==> src/rtl/ternary_serial_adder.sv <==
// ternary_serial_adder
//
// Trit-serial multi-trit ternary adder. Each cycle it takes one operand trit
// pair (LSB first), adds it with the stored carry using two chained 2-bit-encoded
// ternary half adders, and emits one registered sum trit.
//
// Trit encoding: 00=0, 01=1, 10=2, 11=illegal. An illegal trit is added as 0
// and sets the sticky err flag until the next start.
//
// Handshake: a side transfers on the rising edge where valid && ready are both
// high. The producer holds data stable while valid && !ready. in_ready never
// depends on in_valid, and out_valid never depends on out_ready.
//
// Optional feature macro: TERNARY_SUB_EN adds the 'sub' input (subtract mode).
//
// Ports:
//   clk, rst_n          clock, asynchronous active-low reset
//   sub                 (TERNARY_SUB_EN only) subtract mode, sampled at start
//   start               begin an operation (honoured in IDLE only)
//   in_valid/in_ready   operand trit handshake
//   a_trit, b_trit      operand trits
//   out_valid/out_ready sum trit handshake
//   s_trit              registered sum trit
//   carry_out           final carry of the last completed operation
//   done                one-cycle pulse at the end of an operation
//   busy                high in RUN and DONE
//   err                 sticky illegal-trit flag for this operation
//   dbg_state           current FSM state (0=IDLE, 1=RUN, 2=DONE)
module ternary_serial_adder #(
  parameter int NTRIT = 4
) (
  input  logic       clk,
  input  logic       rst_n,
`ifdef TERNARY_SUB_EN
  input  logic       sub,
`endif
  input  logic       start,
  input  logic       in_valid,
  output logic       in_ready,
  input  logic [1:0] a_trit,
  input  logic [1:0] b_trit,
  output logic       out_valid,
  input  logic       out_ready,
  output logic [1:0] s_trit,
  output logic       carry_out,
  output logic       done,
  output logic       busy,
  output logic       err,
  output logic [1:0] dbg_state
);

  localparam int CW = (NTRIT > 1) ? $clog2(NTRIT) : 1;
  localparam logic [CW-1:0] LAST_CNT = CW'(NTRIT - 1);

  typedef enum logic [1:0] {
    IDLE = 2'd0,
    RUN  = 2'd1,
    DONE = 2'd2
  } state_t;

  state_t          state, state_nxt;
  logic [CW-1:0]   cnt;
  logic            cin;
  logic            sub_mode;

  // Ternary half adder: returns {carry, sum_trit}.
  function automatic logic [2:0] ha(input logic [1:0] x, input logic [1:0] y);
    logic [2:0] t;
    logic [2:0] r;
    t = {1'b0, x} + {1'b0, y};
    r = t - 3'd3;
    if (t >= 3'd3) ha = {1'b1, r[1:0]};
    else           ha = {1'b0, t[1:0]};
  endfunction

  // Datapath
  logic [1:0] a_v, b_v, b_eff;
  logic [2:0] ha1, ha2;
  logic       illegal;
  logic       xfer;
  logic       drain_ok;

  assign a_v     = (a_trit == 2'b11) ? 2'b00 : a_trit;
  assign b_v     = (b_trit == 2'b11) ? 2'b00 : b_trit;
  // Subtract mode uses the digit-wise complement 2-b; the +1 comes from cin.
  assign b_eff   = sub_mode ? (2'd2 - b_v) : b_v;
  assign illegal = (a_trit == 2'b11) || (b_trit == 2'b11);
  assign ha1     = ha(a_v, b_eff);
  assign ha2     = ha(ha1[1:0], {1'b0, cin});

  assign drain_ok  = !out_valid || out_ready;
  assign in_ready  = (state == RUN) && drain_ok;
  assign xfer      = in_valid && in_ready;
  assign busy      = (state != IDLE);
  assign dbg_state = state;

  // FSM
  always_ff @(posedge clk or negedge rst_n) begin
    if (!rst_n) state <= IDLE;
    else        state <= state_nxt;
  end

  always_comb begin
    state_nxt = state;
    case (state)
      IDLE: if (start) state_nxt = RUN;
      RUN:  if (xfer && (cnt == LAST_CNT)) state_nxt = DONE;
      DONE: if (drain_ok) state_nxt = IDLE;
      default: state_nxt = IDLE;
    endcase
  end

`ifdef TERNARY_SUB_EN
  always_ff @(posedge clk or negedge rst_n) begin
    if (!rst_n)                      sub_mode <= 1'b0;
    else if (state == IDLE && start) sub_mode <= sub;
  end
`else
  assign sub_mode = 1'b0;
`endif

  always_ff @(posedge clk or negedge rst_n) begin
    if (!rst_n) begin
      cnt       <= '0;
      cin       <= 1'b0;
      err       <= 1'b0;
      s_trit    <= 2'b00;
      out_valid <= 1'b0;
      carry_out <= 1'b0;
      done      <= 1'b0;
    end else begin
      done <= 1'b0;
      if (state == IDLE && start) begin
        cnt <= '0;
`ifdef TERNARY_SUB_EN
        cin <= sub;
`else
        cin <= 1'b0;
`endif
        err <= 1'b0;
      end
      if (xfer) begin
        s_trit    <= ha2[1:0];
        out_valid <= 1'b1;
        // The two half-adder carries are never both set (max value is 5).
        cin       <= ha1[2] | ha2[2];
        cnt       <= cnt + 1'b1;
        if (illegal) err <= 1'b1;
        if (cnt == LAST_CNT) carry_out <= ha1[2] | ha2[2];
      end else if (out_valid && out_ready) begin
        out_valid <= 1'b0;
      end
      if (state == DONE && drain_ok) done <= 1'b1;
    end
  end

endmodule

==> config.mk <==
export PLATFORM = sky130hd
export DESIGN_NAME = ternary_serial_adder
export DESIGN_NICKNAME = d
export VERILOG_FILES = /design/src/rtl/ternary_serial_adder.sv
export SDC_FILE = /design/constraint.sdc
export NUM_CORES = 1
export LEC_CHECK = 0
export BUFFER_PORTS_ARGS = -buffer_cell sky130_fd_sc_hd__buf_2
export CAP_MARGIN = 30
export CELL_PAD_IN_SITES_DETAIL_PLACEMENT = 1
export CELL_PAD_IN_SITES_GLOBAL_PLACEMENT = 1
export CORE_MARGIN = 3
export CORE_UTILIZATION = 38
export CTS_CLUSTER_DIAMETER = 200
export DETAILED_ROUTE_END_ITERATION = 6
export PLACE_DENSITY = 0.74
export SLEW_MARGIN = 0
export SYNTH_ARGS = -nofsm -noshare
export SYNTH_HDL_FRONTEND = slang
export SYNTH_SLANG_ARGS = --single-unit
==> constraint.sdc <==
create_clock -name clk -period 2.5 [get_ports clk]
set_input_delay 0.625 -clock clk [delete_from_list [all_inputs] [get_ports clk]]
set_output_delay 0.625 -clock clk [all_outputs]
set_load 0.05 [all_outputs]
==> reports/results.txt <==
For the depth of the CTS H-tree, the log shows 1. During placement, the flow inserted port buffers numbering 18. The cell area that synthesis handed to floorplanning was 673 um2. The average via count per standard cell works out to 5.01. The slew at the pin with the worst max-slew slack came out at 0.291 ns. For the smallest setup slack after layout, the log shows -0.569 ns. In this run the remaining antenna-violating nets after routing total 0. The tree is rooted in a sky130_fd_sc_hd__clkbuf_4. Async set-reset flop share out of synthesis: 1.00. The number of warning messages in the yosys log was 0. The design area was 951 um2; the per-cell routed wire length was 13.0 um. For the filler cell count, the log shows 183. The number of different library cells used by synthesis comes to 26. The total area inside the core boundary comes to 0.00159 mm2.

Clock skew on the completed layout was measured at 0.00107 ns. The maximum fanout encountered on the critical timing path is 3, and the post-synthesis instance total is 57. In this design, the stage delay of the slowest critical-path cell is 0.55 ns.

Of all cell types, the one taking the most synthesized area is sky130_fd_sc_hd__dfrtp_1. Static timing analysis puts the maximum clock frequency at 326 MHz. Walking the worst path, the cells encountered are buf_6 -> nor2b_4 -> ha_4 -> fa_1 -> ha_2 -> nor2_2 -> nand3b_1 -> o21ai_1 -> ha_1 -> fa_2 -> mux2_4 -> mux2_4.

The run gives 0.156 as the global-route usage over all layers. The first-pass GRT wire length is 2480 um, and the layout-stage area growth over the synthesis result is 41.3%. The tools report the total wire length after detailed routing as 1450 um. The number of hold buffers added after CTS was 0. The maximum number of buffers from clock root to sink was 2; the top-level port count was 19. From left edge to right edge, the die measures 48.1 um. The logs give 0.71 ns for the register-to-register setup slack and 0.739 for the placer congestion estimate. The share of cells above drive strength 1 was 0.545; the area of all sequential standard cells was 275 um2.

By area the synthesized netlist is led by sky130_fd_sc_hd__dfrtp_1, sky130_fd_sc_hd__ha_1, sky130_fd_sc_hd__fa_1. For the HPWL after detailed placement, the log shows 1190 um. The max-capacitance violation count came out at 0.

The count of flip-flops with a built-in enable after synthesis is 0. Power spread over the standard cell area amounts to 1260 mW/mm2. The required time at the endpoint of the critical path came out at 2.66 ns. The run gives 586 as the via count of the first global-routing pass. The tools report the sort of element at the start of the critical path as an input port. The final layout contains 105 nets.

The number of antenna violations at the first check in global routing was 0. The register bit count reported by yosys works out to 11. The final reports fail on negative setup slack. Setup repair after global routing could not meet its margin everywhere. The run gives 0.27 ns as the later-pin clock latency in the skew report.

The cell area after placement is 882 um2. The worst slack at placement was -0.943 ns. The slowest stage cell on the critical path is sky130_fd_sc_hd__fa_1. For the detailed-routing iteration count for the pre-antenna-repair pass, the log shows 4. Entering global routing, the biggest net connects 12 pins.

The via count was 561; the sink count of the clock tree was 11. For the headroom to the max-slew limit, the log shows 0.805. The total count of hold-check failures in the final report is 0. In the routed design, unresolved DRC markers number 0. The number of buffers created by CTS was 3; the sequential element share of the synthesized area was 0.409. The flow ran to the end, but the final reports show violations. The initial cell density of the core came out at 0.422. The area share of the largest cell type after synthesis works out to 0.409.

The number of pins exceeding their max-slew limit in the final report is 0. Buffers added to address setup during post-CTS repair amount to 0. The critical path is of the input port to flip-flop type.

The number of nets in the synthesized netlist is 73. Setup violations remaining at the end of the flow were counted as 4. The tools report the area of the die as 0.00231 mm2. The type of the most critical hold path was input port to asynchronous set/reset pin.

Subtracting the final worst setup slack from the clock period gives 3.07 ns. The maximum VDD drop is 0.682 mV, and the initial detailed-routing violation count is 2. The floorplan has 14 rows. The leakage component of the power was 0.489 nW; the post-CTS clock slew at the launch and capture registers of the worst setup and hold paths was 0.07 ns. The multi-input combinational cells in the finished layout cover a total of 438 um2.

The fraction of the cycle the final worst path needs was 1.23. The mean instance size in the synthesized netlist was 11.8 um2; the signal arrival time at the worst endpoint was 3.23 ns. The tools report the kind of capture point of the worst setup path as a flip-flop. Counting stages on the worst path, the most repeated cell is sky130_fd_sc_hd__mux2_4. From bottom edge to top edge, the die measures 48.1 um. Among cell families on the critical path, the largest total delay comes from adder cells. The count of buffer and inverter cells on the critical path works out to 1.

The run gives 0 as the total global routing overflow. The final antenna diode count is 0. For this run, the leading register cell type out of synthesis is sky130_fd_sc_hd__dfrtp_1. TritonCTS built the clock tree.
## placed cells by master, fill, tap and decap left out, types with 2 or more instances in the layout
| cell type | instances |
|---|---|
| sky130_fd_sc_hd__nand2_1 | 5 |
| sky130_fd_sc_hd__dfrtp_1 | 11 |
| sky130_fd_sc_hd__o21ai_0 | 2 |
| sky130_fd_sc_hd__buf_6 | 3 |
| sky130_fd_sc_hd__mux2i_1 | 4 |
| sky130_fd_sc_hd__buf_4 | 8 |
| sky130_fd_sc_hd__clkbuf_4 | 3 |
| sky130_fd_sc_hd__inv_1 | 2 |
| sky130_fd_sc_hd__nor2b_4 | 3 |
| sky130_fd_sc_hd__mux2_4 | 3 |
| sky130_fd_sc_hd__ha_1 | 3 |
| sky130_fd_sc_hd__buf_2 | 16 |
| sky130_fd_sc_hd__nor2b_1 | 2 |
## cell families (layout without fill, tap and decap cells)
| logic type | Yosys count | in the layout | synth area share |
|---|---|---|---|
| and+or+nand+nor | 22 | 22 | 0.219 |
| DFF | 11 | 11 | 0.409 |
| adders and majority gates | 7 | 7 | 0.152 |
| AOI/OAI and AO/OA | 7 | 7 | 0.0744 |
| muxes | 7 | 7 | 0.121 |
| buffers and inverters | 2 | 33 | 0.0112 |
| xor gates and xnor gates | 1 | 1 | 0.0130 |
## metrics by stage
step,total power [mW],hold slack [ns],utilization,TNS [ns],instances
floorplan,0.863,0.329,-,-2.62,57
global placement,1.04,0.457,0.553,-3.50,108
detailed placement,1.07,0.468,0.553,-3.62,108
CTS,1.22,0.216,0.597,-2.04,112
global route,1.29,0.209,0.597,-2.55,112
finish,1.20,0.211,0.597,-2.08,112
## sequential cells by signal, indices dropped and copies added (netlist names)
register,cells
cin,1
s_trit,2
dbg_state,2
err,1
carry_out,1
out_valid,1
cnt,2
done,1
## what timing repair did
item                                    in CTS  in global routing
endpoints found under the setup margin       4                  4
pin swaps                                    7                  3
gates resized for setup                      9                  0
## synthesized netlist by cell type (all sizes together) (2+ instances only)
cell type  number
nor2            2
dfrtp          11
o21ai           3
fa              2
mux2            3
mux2i           4
inv             2
nor2b           6
nand2           5
ha              5
## routing by layer
| metal | share of wire | global-route usage | vias up |
|---|---|---|---|
| li1 | - | - | 269 |
| met1 | 0.41 | 0.179 | 271 |
| met2 | 0.53 | 0.266 | 17 |
| met3 | 0.052 | 0.0627 | 4 |
| met4 | 0.0096 | 0.0430 | 0 |
| met5 | 0 | 0 | - |
## path summary, 6_finish.rpt
path | to | cells after the start | start
setup / recovery | s_trit[1] | 12 | a_trit[0]
hold / removal | dbg_state[0] | 1 | rst_n
setup reg to reg | s_trit[1] | 4 | cin
hold reg to reg | err | 2 | err
max in group asynchronous | s_trit[1] | 1 | rst_n
min in group clk | err | 2 | err
## cell type report
cell class              count  area share
clock buffers               4      0.0276
inverters                   2     0.00789
multi-input cells          44       0.461
flip-flops and latches     11       0.289
well taps                  24      0.0316
repair buffers             27       0.183
## where the power goes
part           total, mW  internal [mW]  switching, mW  leakage [nW]
clock network      0.122         0.0618         0.0606        0.0150
registers          0.307          0.256         0.0514         0.132
logic              0.766          0.305          0.460         0.342
total               1.20          0.623          0.572         0.489
Note: power is estimated with default switching activity, not from simulation.
